[src/rtl/score_manager.sv]
// -----------------------------------------------------------------------------
// score_manager
//
// Game-level controller that owns the player score, tracks the session high
// score and sequences what the two-digit 7-segment encoder shows: current
// score, high score, or a blinking final score after game over.
//
// Optional feature macro: SCORE_BLINK_EN
//   defined   -> o_Display_On blinks while in OVER (blink counter built)
//   undefined -> o_Display_On is constant 1, no blink counter
//
// Ports:
//   i_Clk          system clock
//   i_Reset        asynchronous active-high reset
//   i_Game_Start   1-cycle pulse, start a new game
//   i_Point        1-cycle pulse, add one point (PLAY only)
//   i_Game_Over    1-cycle pulse, end the game (PLAY only)
//   i_Show_High    1-cycle pulse, show high score (IDLE/OVER/HIGH)
//   o_Score        value for the encoder, 0..MAX_SCORE
//   o_Display_On   1 = digits lit, 0 = blank
//   o_State        IDLE=0, PLAY=1, OVER=2, HIGH=3
//   o_High_Score   session high score
//   o_New_High     last game beat the previous high score
//
// Handshake: all inputs are single-cycle pulses with no back-pressure; a
// pulse is consumed on the rising edge that samples it. All outputs are
// registered.
// -----------------------------------------------------------------------------
module score_manager #(
    parameter int MAX_SCORE        = 99,
    parameter int BLINK_CYCLES     = 12_500_000,
    parameter int HIGH_SHOW_CYCLES = 50_000_000
) (
    input  logic       i_Clk,
    input  logic       i_Reset,
    input  logic       i_Game_Start,
    input  logic       i_Point,
    input  logic       i_Game_Over,
    input  logic       i_Show_High,
    output logic [6:0] o_Score,
    output logic       o_Display_On,
    output logic [1:0] o_State,
    output logic [6:0] o_High_Score,
    output logic       o_New_High
);

    typedef enum logic [1:0] {
        S_IDLE = 2'd0,
        S_PLAY = 2'd1,
        S_OVER = 2'd2,
        S_HIGH = 2'd3
    } state_t;

    localparam int DWELL_W = (HIGH_SHOW_CYCLES > 1) ? $clog2(HIGH_SHOW_CYCLES) : 1;
    localparam logic [DWELL_W-1:0] DWELL_LAST = DWELL_W'(HIGH_SHOW_CYCLES - 1);
    localparam logic [6:0] MAX_VAL = 7'(MAX_SCORE);

    state_t             r_state, w_state_next;
    state_t             r_ret_state, w_ret_next;
    logic [6:0]         r_score, w_score_next;
    logic [6:0]         r_high, w_high_next;
    logic               r_new_high, w_new_high_next;
    logic [DWELL_W-1:0] r_dwell, w_dwell_next;
    logic [6:0]         r_out_score, w_out_score_next;
    logic [6:0]         w_score_inc;

    // Saturating increment; used for both the score update and the high-score
    // comparison so a point arriving with game over is counted first.
    assign w_score_inc = (i_Point && (r_score < MAX_VAL)) ? r_score + 7'd1 : r_score;

    always_comb begin
        w_state_next    = r_state;
        w_ret_next      = r_ret_state;
        w_score_next    = r_score;
        w_high_next     = r_high;
        w_new_high_next = r_new_high;
        w_dwell_next    = '0;
        case (r_state)
            S_IDLE: begin
                if (i_Game_Start) begin
                    w_state_next    = S_PLAY;
                    w_score_next    = 7'd0;
                    w_new_high_next = 1'b0;
                end else if (i_Show_High) begin
                    w_state_next = S_HIGH;
                    w_ret_next   = S_IDLE;
                end
            end
            S_PLAY: begin
                w_score_next = w_score_inc;
                if (i_Game_Over) begin
                    w_state_next = S_OVER;
                    if (w_score_inc > r_high) begin
                        w_high_next     = w_score_inc;
                        w_new_high_next = 1'b1;
                    end
                end
            end
            S_OVER: begin
                if (i_Game_Start) begin
                    w_state_next    = S_PLAY;
                    w_score_next    = 7'd0;
                    w_new_high_next = 1'b0;
                end else if (i_Show_High) begin
                    w_state_next = S_HIGH;
                    w_ret_next   = S_OVER;
                end
            end
            S_HIGH: begin
                if (i_Game_Start) begin
                    w_state_next    = S_PLAY;
                    w_score_next    = 7'd0;
                    w_new_high_next = 1'b0;
                end else if (i_Show_High) begin
                    w_dwell_next = '0;          // restart the dwell window
                end else if (r_dwell == DWELL_LAST) begin
                    w_state_next = r_ret_state;
                end else begin
                    w_dwell_next = r_dwell + 1'b1;
                end
            end
            default: w_state_next = S_IDLE;
        endcase
    end

    // Output score is registered from next-state values so it tracks o_State
    // on the same edge.
    assign w_out_score_next = (w_state_next == S_HIGH) ? w_high_next : w_score_next;

    always_ff @(posedge i_Clk or posedge i_Reset) begin
        if (i_Reset) begin
            r_state     <= S_IDLE;
            r_ret_state <= S_IDLE;
            r_score     <= 7'd0;
            r_high      <= 7'd0;
            r_new_high  <= 1'b0;
            r_dwell     <= '0;
            r_out_score <= 7'd0;
        end else begin
            r_state     <= w_state_next;
            r_ret_state <= w_ret_next;
            r_score     <= w_score_next;
            r_high      <= w_high_next;
            r_new_high  <= w_new_high_next;
            r_dwell     <= w_dwell_next;
            r_out_score <= w_out_score_next;
        end
    end

`ifdef SCORE_BLINK_EN
    localparam int BLINK_W = (BLINK_CYCLES > 1) ? $clog2(BLINK_CYCLES) : 1;
    localparam logic [BLINK_W-1:0] BLINK_LAST = BLINK_W'(BLINK_CYCLES - 1);

    logic [BLINK_W-1:0] r_blink_cnt, w_blink_cnt_next;
    logic               r_display, w_display_next;

    // Any entry into OVER (from PLAY or back from HIGH) starts lit with a
    // fresh half-period; outside OVER the digits are always lit.
    always_comb begin
        w_blink_cnt_next = '0;
        w_display_next   = 1'b1;
        if ((w_state_next == S_OVER) && (r_state == S_OVER)) begin
            if (r_blink_cnt == BLINK_LAST) begin
                w_blink_cnt_next = '0;
                w_display_next   = ~r_display;
            end else begin
                w_blink_cnt_next = r_blink_cnt + 1'b1;
                w_display_next   = r_display;
            end
        end
    end

    always_ff @(posedge i_Clk or posedge i_Reset) begin
        if (i_Reset) begin
            r_blink_cnt <= '0;
            r_display   <= 1'b1;
        end else begin
            r_blink_cnt <= w_blink_cnt_next;
            r_display   <= w_display_next;
        end
    end

    assign o_Display_On = r_display;
`else
    assign o_Display_On = 1'b1;
`endif

    assign o_Score      = r_out_score;
    assign o_State      = r_state;
    assign o_High_Score = r_high;
    assign o_New_High   = r_new_high;

endmodule

[config.mk]
export PLATFORM = sky130hd
export DESIGN_NAME = score_manager
export DESIGN_NICKNAME = d
export VERILOG_FILES = /design/src/rtl/score_manager.sv
export SDC_FILE = /design/constraint.sdc
export NUM_CORES = 1
export LEC_CHECK = 0
export ABC_AREA = 1
export BUFFER_PORTS_ARGS = -buffer_cell sky130_fd_sc_hd__clkbuf_2
export CAP_MARGIN = 20
export CORE_ASPECT_RATIO = 1.2
export CORE_UTILIZATION = 65
export CTS_BUF_LIST = sky130_fd_sc_hd__clkbuf_2
export DETAILED_ROUTE_END_ITERATION = 10
export PLACE_DENSITY = 0.85
export SKIP_CTS_REPAIR_TIMING = 1
export SYNTH_ARGS = -nofsm -noshare
export SYNTH_HDL_FRONTEND = slang
export SYNTH_SLANG_ARGS = --single-unit
[constraint.sdc]
create_clock -name i_Clk -period 3.87 [get_ports i_Clk]
set_clock_uncertainty 0.2 [all_clocks]
set_input_delay 0.387 -clock i_Clk [delete_from_list [all_inputs] [get_ports i_Clk]]
set_output_delay 0.387 -clock i_Clk [all_outputs]
set_load 0.03 [all_outputs]
# After elaboration in Yosys (flattened, before gate mapping)
# Index checks and enable logic that the tools add are counted.
# totals
register_bits	52
inputBits	6
output_inout_bits	18
# classes
reduce_logical	7
mux	27
n_eq_ne	12
n_addsub	2
n_lt_le_gt_ge	2
# ops
cell	n
26-bit 2-to-1 mux	4
7-bit 2-to-1 mux	6
26-bit by 1-bit adder with 26-bit output, second input constant	1
26-bit == test, second input constant	1
2-bit 2-to-1 mux	10
7-bit case mux with 2 select lines	1
2-bit != test, second input constant	6
7-bit by 1-bit adder with 7-bit output, second input constant	1
7-bit > comparator	1
7-bit < comparator, second input constant	1
2-bit == test, second input constant	3
2-bit case mux with 3 select lines	1
5-bit AND reduction	1
2-bit case mux with 2 select lines	1
1-bit 2-to-1 mux	3
3-bit AND reduction	1
3-bit OR reduction	1
2-bit by 1-bit == test with 1-bit output, second input constant	1
2-bit logical NOT	1
2-bit by 1-bit != test with 1-bit output, second input constant	1
1-bit case mux with 2 select lines	1
2-bit nonzero test	1
2-bit OR reduction	1
1-bit logical AND	1

# Logic depth before layout (Yosys ltp)
# Gate-level depths: netlist of the first run.
# logic_depth
ltp_word	8
ltp_mapped	20

# Least setup slack after synthesis of the first run
# No wires, ideal clock.
# synth_timing
path_type	flip-flop to flip-flop
startpoint	register r_score[0]
endpoint	register r_out_score[5] (netlist: o_Score[5])
t_arrival_ns	2.014
setup_ns	0.124
slack_ns	1.533
path_buffers	1
required_ns	3.546
synth_period_minus_slack_ns	2.337
stages_incl_launch_ff	19
cell_sequence	dfrtp_1 ha_1 nand3_1 nand2_1 nand2_1 nand3_1 nand2_1 inv_1 ha_1 nand2_1 nor2_1 nand2_1 nand2_1 nand3_2 buf_6 nand2_1 o21ai_1 nand2_1 nand2_1
# synth_between
elab_chain_cells	8
elab_cells_between_ends	10
classes_between	add/sub (1); order compare (2); mux (6); reduce/logical (1)
# synth_lines
element	line	source
start: declaration	60	logic [6:0] r_score, w_score_next;
start signal: assignment	142	r_score <= w_score_next;
7-bit < comparator	69	assign w_score_inc = (i_Point && (r_score < MAX_VAL)) ? r_score + 7'd1 : r_score;
1-bit logical AND	69	
7-bit 2-to-1 mux *	69	
7-bit > comparator	93	if (w_score_inc > r_high) begin
7-bit 2-to-1 mux *	93	
7-bit 2-to-1 mux *	91	if (i_Game_Over) begin
7-bit 2-to-1 mux *	78	case (r_state)
named net w_high_next[5]	61	logic [6:0] r_high, w_high_next;
7-bit 2-to-1 mux *	128	assign w_out_score_next = (w_state_next == S_HIGH) ? w_high_next : w_score_next;
named net w_out_score_next[5]	64	logic [6:0] r_out_score, w_out_score_next;
end signal: assignment	146	r_out_score <= w_out_score_next;
end: declaration	64	
# Mark *: on every way through the listed nets, which the timed path passes. The rest lies on a longest branch.
# A chain may end at the register's enable or synchronous reset.

# Worst setup path in the final report of the first run
# layout_timing
startpoint	register r_score[0]
endpoint	register r_out_score[4] (netlist: o_Score[4])
# Same word-level chain as after synthesis.

==> results of run 1 <==
==> worst max-delay path: stages, from the launching register on <==
cell and delay, ns:
dfrtp_1 0.46, ha_1 0.28, nand3_1 0.11, nand2_1 0.05
nand2_1 0.07, nand3_1 0.08, nand2_1 0.14, inv_1 0.06
ha_1 0.29, nand2_1 0.06, nor2_1 0.13, nand4_1 0.17
nand3_2 0.24, nand2_1 0.09, o21ai_1 0.12, nand2_1 0.07
nand2_1 0.07
==> how the worst min path moves through the flow <==
stage                     cells past startpoint                 start                    end  slack, ns
after floorplan                               1  r_dwell[0]$_DFF_PP0_   r_dwell[0]$_DFF_PP0_       0.23
after global placement                        1  r_dwell[0]$_DFF_PP0_   r_dwell[0]$_DFF_PP0_       0.24
after detailed placement                      1  r_dwell[0]$_DFF_PP0_   r_dwell[0]$_DFF_PP0_       0.25
after CTS                                     2          i_Game_Start  r_dwell[24]$_DFF_PP0_      -0.09
after global routing                          3           i_Game_Over   o_State[1]$_DFF_PP0_       0.04
final                                         3           i_Game_Over   o_State[1]$_DFF_PP0_       0.05
==> layout make-up <==
class | instances | area [um2]
Clock buffer | 6 | 30.0
Fill cell | 366 | 1140
Tap cell | 56 | 70.1
Timing Repair Buffer | 25 | 150
Multi-Input combinational cell | 299 | 1460
Inverter | 60 | 225
Sequential cell | 51 | 1280
==> stage by stage <==
step	std cells	worst slack, ns	utilization [%]	power, mW
3_5_place_dp	488	1.20	72.1	1.36
3_3_place_gp	488	1.29	72.1	1.34
6_report	497	1.15	73.7	1.56
2_1_floorplan	416	1.53	-	1.19
5_1_grt	497	0.941	73.7	1.67
4_1_cts	494	1.16	72.8	1.55
==> sequential cells by signal, summed over array words and instances, names as in the netlist <==
name / flops
r_dwell: 26
o_High_Score: 7
o_Score: 7
r_score: 7
o_State: 2
o_New_High: 1
r_ret_state: 1
==> metal layers <==
layer | vias to the layer above | GRT usage [%] | wire, um
met5 | - | 0 | 0
met4 | 0 | 15.1 | 215
met3 | 23 | 5.09 | 158
met2 | 63 | 53.2 | 3480
met1 | 1270 | 31.8 | 2700
li1 | 1352 | - | -
==> logic make-up (layout without fill, tap and decap cells) <==
logic type | Yosys count | in the layout | synth area share [%]
flops | 51 | 51 | 42.3
other cells | 1 | 1 | 0.124
xor+xnor | 9 | 9 | 2.61
buf+inv | 66 | 91 | 9.25
fa+ha+maj | 9 | 9 | 3.73
compound gates | 39 | 39 | 7.05
simple gates | 241 | 241 | 35.0
==> power by group through the flow <==
| stage | combinational [mW] | sequential [mW] | clock, mW |
|---|---|---|---|
| 2_1_floorplan | 0.372 | 0.820 | 0 |
| 3_3_place_gp | 0.637 | 0.704 | 0 |
| 3_5_place_dp | 0.656 | 0.704 | 0 |
| 4_1_cts | 0.658 | 0.695 | 0.199 |
| 5_1_grt | 0.741 | 0.708 | 0.218 |
| 6_report | 0.665 | 0.696 | 0.197 |
==> cells in the mapped netlist <==
cell type | n | share of area, %
dfrtp_1 | 51 | 42
buf_4 | 2 | 0.50
buf_6 | 3 | 1.1
nand2_4 | 1 | 0.37
a21boi_0 | 1 | 0.25
conb_1 | 1 | 0.12
buf_2 | 1 | 0.17
nor3_2 | 1 | 0.33
nand3_1 | 32 | 5.3
a21oi_1 | 9 | 1.5
o22ai_1 | 2 | 0.41
and2_1 | 1 | 0.21
ha_1 | 9 | 3.7
nand2_2 | 6 | 1.2
xor2_1 | 5 | 1.5
a31oi_1 | 4 | 0.83
o21bai_1 | 3 | 0.75
xnor2_1 | 4 | 1.2
nand2_1 | 120 | 15
inv_2 | 2 | 0.25
nor3_1 | 4 | 0.66
nand3_2 | 3 | 1.0
o21ai_1 | 8 | 1.3
nor2_4 | 3 | 1.1
nand4_1 | 7 | 1.5
o21ai_0 | 12 | 2.0
inv_1 | 58 | 7.2
nor2_1 | 57 | 7.1
nor2_2 | 6 | 1.2
==> flow_summary.ini, run 1 <==
[grt]
grt_max_degree = 52
antenna_found_initial = 0
grt_overflow_total = 0
grt_pass1_vias = 2726
grt_use_total_pct = 29.3
grt_pass1_wl_um = 11300

[setup_path]
crit_type = reg -> reg
crit_required_ns = 4.04
cp-start-kind = register
critPathCapture = o_Score[4]$_DFF_PP0_
cp_data_arrival_time_ns = 2.89
rr_endpoint = o_Score[4]$_DFF_PP0_
rrSetupSlack_ns = 1.15
cp-end-kind = register
cp_max_fo = 12
critPathLaunch = r_score[0]$_DFF_PP0_
worstRegToRegCells = 16
r2r-start = r_score[0]$_DFF_PP0_

[sta]
hold_slack_ns = 0.0524
slew_violations = 0
maxSlewHeadroom_pct = 45.9
fin_crit_sh_pct = 70.2
max_slew.worst_pin.slew_ns = 0.806
rsz0062_at_grt = no
setup-violations-final = 0
fmax_ghz = 0.368
hold_viol = 0
post-route-min-period_ns = 2.72
tns_ns = 0

[floorplan]
ios = 24
dieWidth_um = 64.2
dieArea_um2 = 4920
coreArea_um2 = 4360
num_rows = 26
die_y_um = 76.6
initial_utilization_pct = 69.2

[cts]
cts_buffers = 5
clock_sink_count = 51
cts_root_buffer = clkbuf_2
htree_levels = 2
clockBufferDepth = 2
clkLatencyLatePin_ns = 0.42
cts_tree = built
path_clk_slew_ns = 0.21

[outcome]
outcome = finished, final reports clean

[drt]
dr_total_vias = 2708
wl_um = 6550
drc = 0
drtPass1Iterations = 4
drtAntennaViolNets = 0
drt_iter0_drc = 241
via_per_inst = 5.45
post_drt_wl_per_cell_um = 13.2

[pwr]
p_int_mw = 0.863
ir_worst_vdd_v = 0.000506
p_per_area_nw_per_um2 = 485
leakagePower_nw = 1.62
p_clk_share_pct = 12.6
swShare_pct = 44.6
combinationalPowerShare_pct = 42.7
power.share.sequential_pct = 44.7
netSwitchingPower_mw = 0.695

[finish]
diodes = 0
final_common_cell = nand2_1
layout_common_cells = nand2_1, inv_1, nor2_1
layout.nets = 457
drive_gt1_share_pct = 11.8
syn_to_final_growth_pct = 6.51
fin_area_um2 = 3210

[placed_design]
io_buffers = 22
post_dp_cell_area_um2 = 3140
dp_hpwl_um = 4890
routabilityCongestion = 0.870

[synthesis]
synth_cell_types = 29
ys_ff_latch = 51
syn_area_um2 = 3020
synth_seq_area_share_pct = 42.3
syn_inst = 416
yosys_warnings = 0
syn_nets = 431
syn_area_per_cell_um2 = 7.25

[flow_run]
maxCapViolations = 0

[hold_path]
hold_path.class = in -> reg
No activity file was read; power rests on OpenSTA's default activity.
==> inputs of run 2 (changes only) <==
--- a/config.mk
+++ b/config.mk
@@ -9,10 +9,10 @@
 export BUFFER_PORTS_ARGS = -buffer_cell sky130_fd_sc_hd__clkbuf_2
 export CAP_MARGIN = 20
 export CORE_ASPECT_RATIO = 1.2
-export CORE_UTILIZATION = 65
+export CORE_UTILIZATION = 56
 export CTS_BUF_LIST = sky130_fd_sc_hd__clkbuf_2
 export DETAILED_ROUTE_END_ITERATION = 10
-export PLACE_DENSITY = 0.85
+export PLACE_DENSITY = 0.78
 export SKIP_CTS_REPAIR_TIMING = 1
 export SYNTH_ARGS = -nofsm -noshare
 export SYNTH_HDL_FRONTEND = slang
==> constraint.sdc (replaced) <==
create_clock -name i_Clk -period 2.22 [get_ports i_Clk]
set_clock_uncertainty 0.2 [all_clocks]
set_input_delay 0.222 -clock i_Clk [delete_from_list [all_inputs] [get_ports i_Clk]]
set_output_delay 0.222 -clock i_Clk [all_outputs]
set_load 0.03 [all_outputs]
==> flow_summary.ini, run 2 (synthesized netlist as in run 1, its figures left out) <==
[finish]
largest_register_ffs = 26
drive_gt1_share_pct = 27.5
fin_util_pct = 73.2
diodes = 0
top_register = r_dwell
layout_common_cells = nand2_1, nor2_1, inv_1
final_common_cell = nand2_1
syn_to_final_growth_pct = 22.4
layout.nets = 487

[floorplan]
dieArea_um2 = 5690
ios = 24
coreArea_um2 = 5040
die_y_um = 82.4
num_rows = 28
dieWidth_um = 69.0
initial_utilization_pct = 59.8

[placed_design]
dp_hpwl_um = 5260
routabilityCongestion = 0.898
io_buffers = 22

[cts]
cts_root_buffer = clkbuf_2
path_clk_slew_ns = 0.24
clock_sink_count = 51
clkLatencyLatePin_ns = 0.42
cts_buffers = 5
clockBufferDepth = 2
cts_tree = built
htree_levels = 2

[drt]
drtPass1Iterations = 5
via_per_inst = 5.55
dr_total_vias = 2956
met1Wirelength_um = 2890
highest-signal-layer = met4
drt_iter0_drc = 231
wl_um = 7630
route.met3.wl_um = 285
drtAntennaViolNets = 0
wl_met2_um = 4180
post_drt_wl_per_cell_um = 14.3
drc = 0

[setup_path]
cp-start-kind = register
crit_required_ns = 2.39
worstRegToRegCells = 16
rrSetupSlack_ns = -0.31
cpPeakStageDelay_ns = 0.49
crit_type = reg -> reg
critPathMostFrequentCell = nand2_2
cp-end-kind = register
cp_max_fo = 6
cp_slowest_cell = dfrtp_2
crit_chain = nand2_2 > nand3_2 > a21boi_2 > nand2_2 > nand2_2 > inv_2 > ha_4 > nand2_4 > nor2_4 > nand4_1 > buf_6 > nand3_4 > nand2_2 > o21ai_2 > nand2_1 > nand2_1
cp_data_arrival_time_ns = 2.70

[outcome]
violations = negative setup slack
outcome = finished, violations left

[grt]
grt_use_total_pct = 25.7
grt_overflow_total = 0
grt_max_degree = 52
antenna_found_initial = 0
grt_pass1_vias = 2653
grt_pass1_wl_um = 11600

[hold_path]
whs_path_depth = 5
hold_path.class = in -> reg

[sta]
fin_crit_sh_pct = 114
post-route-min-period_ns = 2.53
fmax_ghz = 0.396
max_slew.worst_pin.slew_ns = 0.635
slew_violations = 0
setup_slack_ns = -0.305
setup-violations-final = 15
maxSlewHeadroom_pct = 57.6
rsz0062_at_grt = yes
hold_viol = 0
hold_slack_ns = 0.159

[pwr]
netSwitchingPower_mw = 1.54
swShare_pct = 45.7
p_clk_share_pct = 10.6
ir_worst_vdd_v = 0.000788
power.share.sequential_pct = 37.0
p_per_area_nw_per_um2 = 912
leakagePower_nw = 1.79
p_int_mw = 1.83
combinationalPowerShare_pct = 52.4

[flow_run]
maxCapViolations = 0
-- run 2: final cells by class --
cell class                      instances  area [um2]
Sequential cell                        51        1280
Clock inverter                          2        7.51
Clock buffer                            6        30.0
Fill cell                             401        1350
Tap cell                               60        75.1
Inverter                               60         225
Timing Repair Buffer                   54         364
Multi-Input combinational cell        300        1710
-- run 2: final timing paths --
check | from | endpoint
worst max-delay path | r_score[0]$_DFF_PP0_ | o_Score[4]$_DFF_PP0_
worst min-delay path | i_Point | o_High_Score[6]$_DFF_PP0_
worst max register to register | r_score[0]$_DFF_PP0_ | o_Score[4]$_DFF_PP0_
worst min register to register | r_dwell[0]$_DFF_PP0_ | r_dwell[0]$_DFF_PP0_
max in group asynchronous | i_Reset | r_score[0]$_DFF_PP0_
min in group asynchronous | i_Reset | r_score[4]$_DFF_PP0_
-- run 2: power by group through the flow --
stage               clock network [mW]  registers (mW)  logic, mW
finish                           0.357            1.25       1.76
global route                     0.396            1.26       1.90
CTS                              0.367            1.22       1.31
detailed placement                   0            1.24       1.30
global placement                     0            1.23       1.27
floorplan                            0            1.44      0.668
-- run 2: worst max-delay path: cells and delay by family, from the launching register on --
kind                       cells  cell delay, ns
AOI/OAI and AO/OA              2            0.24
DFF                            1            0.49
adders and majority gates      1            0.27
buffers and inverters          2            0.20
and+or+nand+nor               11            1.10
-- run 2: per-stage QoR --
step / std cells / TNS, ns / cell area, um2 / total power, mW / setup WS [ns]
final: 533 / -2.86 / 3690 / 3.37 / -0.305
after global placement: 514 / -2.19 / 3340 / 2.51 / -0.264
after detailed placement: 514 / -3.61 / 3340 / 2.54 / -0.353
after CTS: 522 / -4.27 / 3380 / 2.90 / -0.415
after floorplan: 416 / -0.231 / 3050 / 2.11 / -0.0404
after global routing: 533 / -4.60 / 3690 / 3.56 / -0.410
-- run 2: layer usage --
layer / vias up / GRT usage, %
li1: 1420 / -
met1: 1408 / 29.7
met2: 99 / 48.1
met3: 29 / 3.88
met4: 0 / 10.6
met5: - / 0
==> inputs of run 3 (changes only) <==
--- a/config.mk
+++ b/config.mk
@@ -8,7 +8,7 @@
 export ABC_AREA = 1
 export BUFFER_PORTS_ARGS = -buffer_cell sky130_fd_sc_hd__clkbuf_2
 export CAP_MARGIN = 20
-export CORE_ASPECT_RATIO = 1.2
+export CORE_ASPECT_RATIO = 1.25
 export CORE_UTILIZATION = 56
 export CTS_BUF_LIST = sky130_fd_sc_hd__clkbuf_2
 export DETAILED_ROUTE_END_ITERATION = 10
==> flow_summary.ini, run 3 (synthesized netlist as in run 1, its figures left out) <==
[floorplan]
coreArea_um2 = 5120
dieArea_um2 = 5690
num_rows = 29
dieWidth_um = 67.7
ios = 24
die_y_um = 84.1
initial_utilization_pct = 59.0

[finish]
seq_area_um2 = 1280
drive_gt1_share_pct = 26.5
final_common_cell = nand2_1
syn_to_final_growth_pct = 22.7
top_register = r_dwell
layout.nets = 493
fin_util_pct = 72.4
final.fill_count = 374
largest_register_ffs = 26
layout_common_cells = nand2_1, nor2_1, inv_1
diodes = 0
multi_input_area_um2 = 1670

[sta]
post-route-min-period_ns = 2.61
setup_slack_ns = -0.395
setup-violations-final = 15
fmax_ghz = 0.382
fin_crit_sh_pct = 118
hold_viol = 0
rsz0062_at_grt = yes
slew_violations = 0

[drt]
drt_iter0_drc = 188
dr_total_vias = 2923
drtPass1Iterations = 5
wl_um = 7640
post_drt_wl_per_cell_um = 14.1
drtAntennaViolNets = 0
via_per_inst = 5.40
drc = 0

[cts]
cts_tree = built
clock_sink_count = 51
clockBufferDepth = 2
cts_root_buffer = clkbuf_2
clkLatencyLatePin_ns = 0.42
path_clk_slew_ns = 0.23
htree_levels = 2
cts_buffers = 5

[outcome]
violations = negative setup slack
outcome = finished, violations left

[setup_path]
cp_slowest_cell = dfrtp_1
cpPeakStageDelay_ns = 0.48
critPathMostFrequentCell = nand2_1
cp_data_arrival_time_ns = 2.79
cp-start-kind = register
cp-end-kind = register
cp_max_fo = 6
crit_type = reg -> reg
crit_chain = ha_4 > buf_6 > nand3_2 > nand2_1 > nand2_1 > nand2_1 > nand2_1 > inv_2 > ha_4 > nand2_4 > nor2_4 > nand4_1 > buf_6 > nand3_4 > nand2_2 > o21ai_2 > nand2_1 > nand2_1
crit_required_ns = 2.39

[pwr]
p_total_mw = 3.39
p_clk_share_pct = 10.4
ir_worst_vdd_v = 0.000734
swShare_pct = 45.3
power.share.sequential_pct = 36.8
netSwitchingPower_mw = 1.54
p_per_area_nw_per_um2 = 917
combinationalPowerShare_pct = 52.9
leakagePower_nw = 1.82
p_int_mw = 1.86

[grt]
use_met1_pct = 30.5
grt_pass1_wl_um = 11800
grt.met3_usage_pct = 3.96
grt_overflow_total = 0
grt_pass1_vias = 2782
antenna_found_initial = 0
use_met2_pct = 48.6
busiest_layer = met2
grt_use_total_pct = 27.4
grt_max_degree = 22

[hold_path]
hold_path.class = in -> async

[flow_run]
maxCapViolations = 0

[placed_design]
dp_hpwl_um = 5370
routabilityCongestion = 0.896
io_buffers = 22
run 3: changes by cell type in the layout (fill, tap and decap cells not counted), sizes merged:
cell  before  now
buf       28   34
run 3: worst paths after layout:
path,startpoint,to,slack [ns],cells past startpoint
worst max register to register,r_score[1]$_DFF_PP0_,o_Score[5]$_DFF_PP0_,-0.39,18
worst min-delay path,i_Reset,r_dwell[17]$_DFF_PP0_,0.1,3
min in group i_Clk,i_Point,r_score[3]$_DFF_PP0_,0.17,6
max in group asynchronous,i_Reset,r_score[3]$_DFF_PP0_,1.11,4
worst min register to register,r_dwell[0]$_DFF_PP0_,r_dwell[0]$_DFF_PP0_,0.28,1
worst max-delay path,r_score[1]$_DFF_PP0_,o_Score[5]$_DFF_PP0_,-0.39,18
run 3: final cells by class:
type | instances | area share, %
Multi-Input combinational cell | 300 | 45.1
Tap cell | 62 | 2.09
Timing Repair Buffer | 60 | 11.1
Inverter | 60 | 6.08
Sequential cell | 51 | 34.6
Clock buffer | 6 | 0.811
Clock inverter | 2 | 0.203
run 3: worst max-delay path, delay by kind of cell (launching register included):
kind | cells | cell delay (ns)
AOI/OAI and AO/OA | 1 | 0.08
adders and majority gates | 2 | 0.47
buffers and inverters | 3 | 0.33
DFF | 1 | 0.48
and+or+nand+nor | 12 | 1.02
run 3: routing by layer:
| metal | share of wire, % | vias up |
|---|---|---|
| met4 | 4.1 | 0 |
| met1 | 38 | 1373 |
| met2 | 55 | 87 |
| met3 | 3.1 | 32 |
| li1 | - | 1431 |
| met5 | 0 | - |
run 3: metrics by stage:
stage | instance area, um2 | setup slack (ns) | std cells | TNS [ns] | hold slack [ns]
2_1_floorplan | 3050 | -0.0404 | 416 | -0.231 | 0.0933
3_3_place_gp | 3360 | -0.243 | 518 | -2.52 | 0.0312
3_5_place_dp | 3360 | -0.348 | 518 | -3.76 | 0.0407
4_1_cts | 3400 | -0.408 | 526 | -4.63 | -0.465
5_1_grt | 3700 | -0.524 | 541 | -6.39 | 0.112
6_report | 3700 | -0.395 | 541 | -4.60 | 0.0972
run 3: power groups by stage:
stage / Clock (mW) / Sequential [mW] / Combinational [mW]
detailed placement: 0 / 1.25 / 1.31
CTS: 0.366 / 1.23 / 1.32
floorplan: 0 / 1.44 / 0.668
finish: 0.352 / 1.25 / 1.80
global placement: 0 / 1.24 / 1.28
global route: 0.407 / 1.27 / 1.92
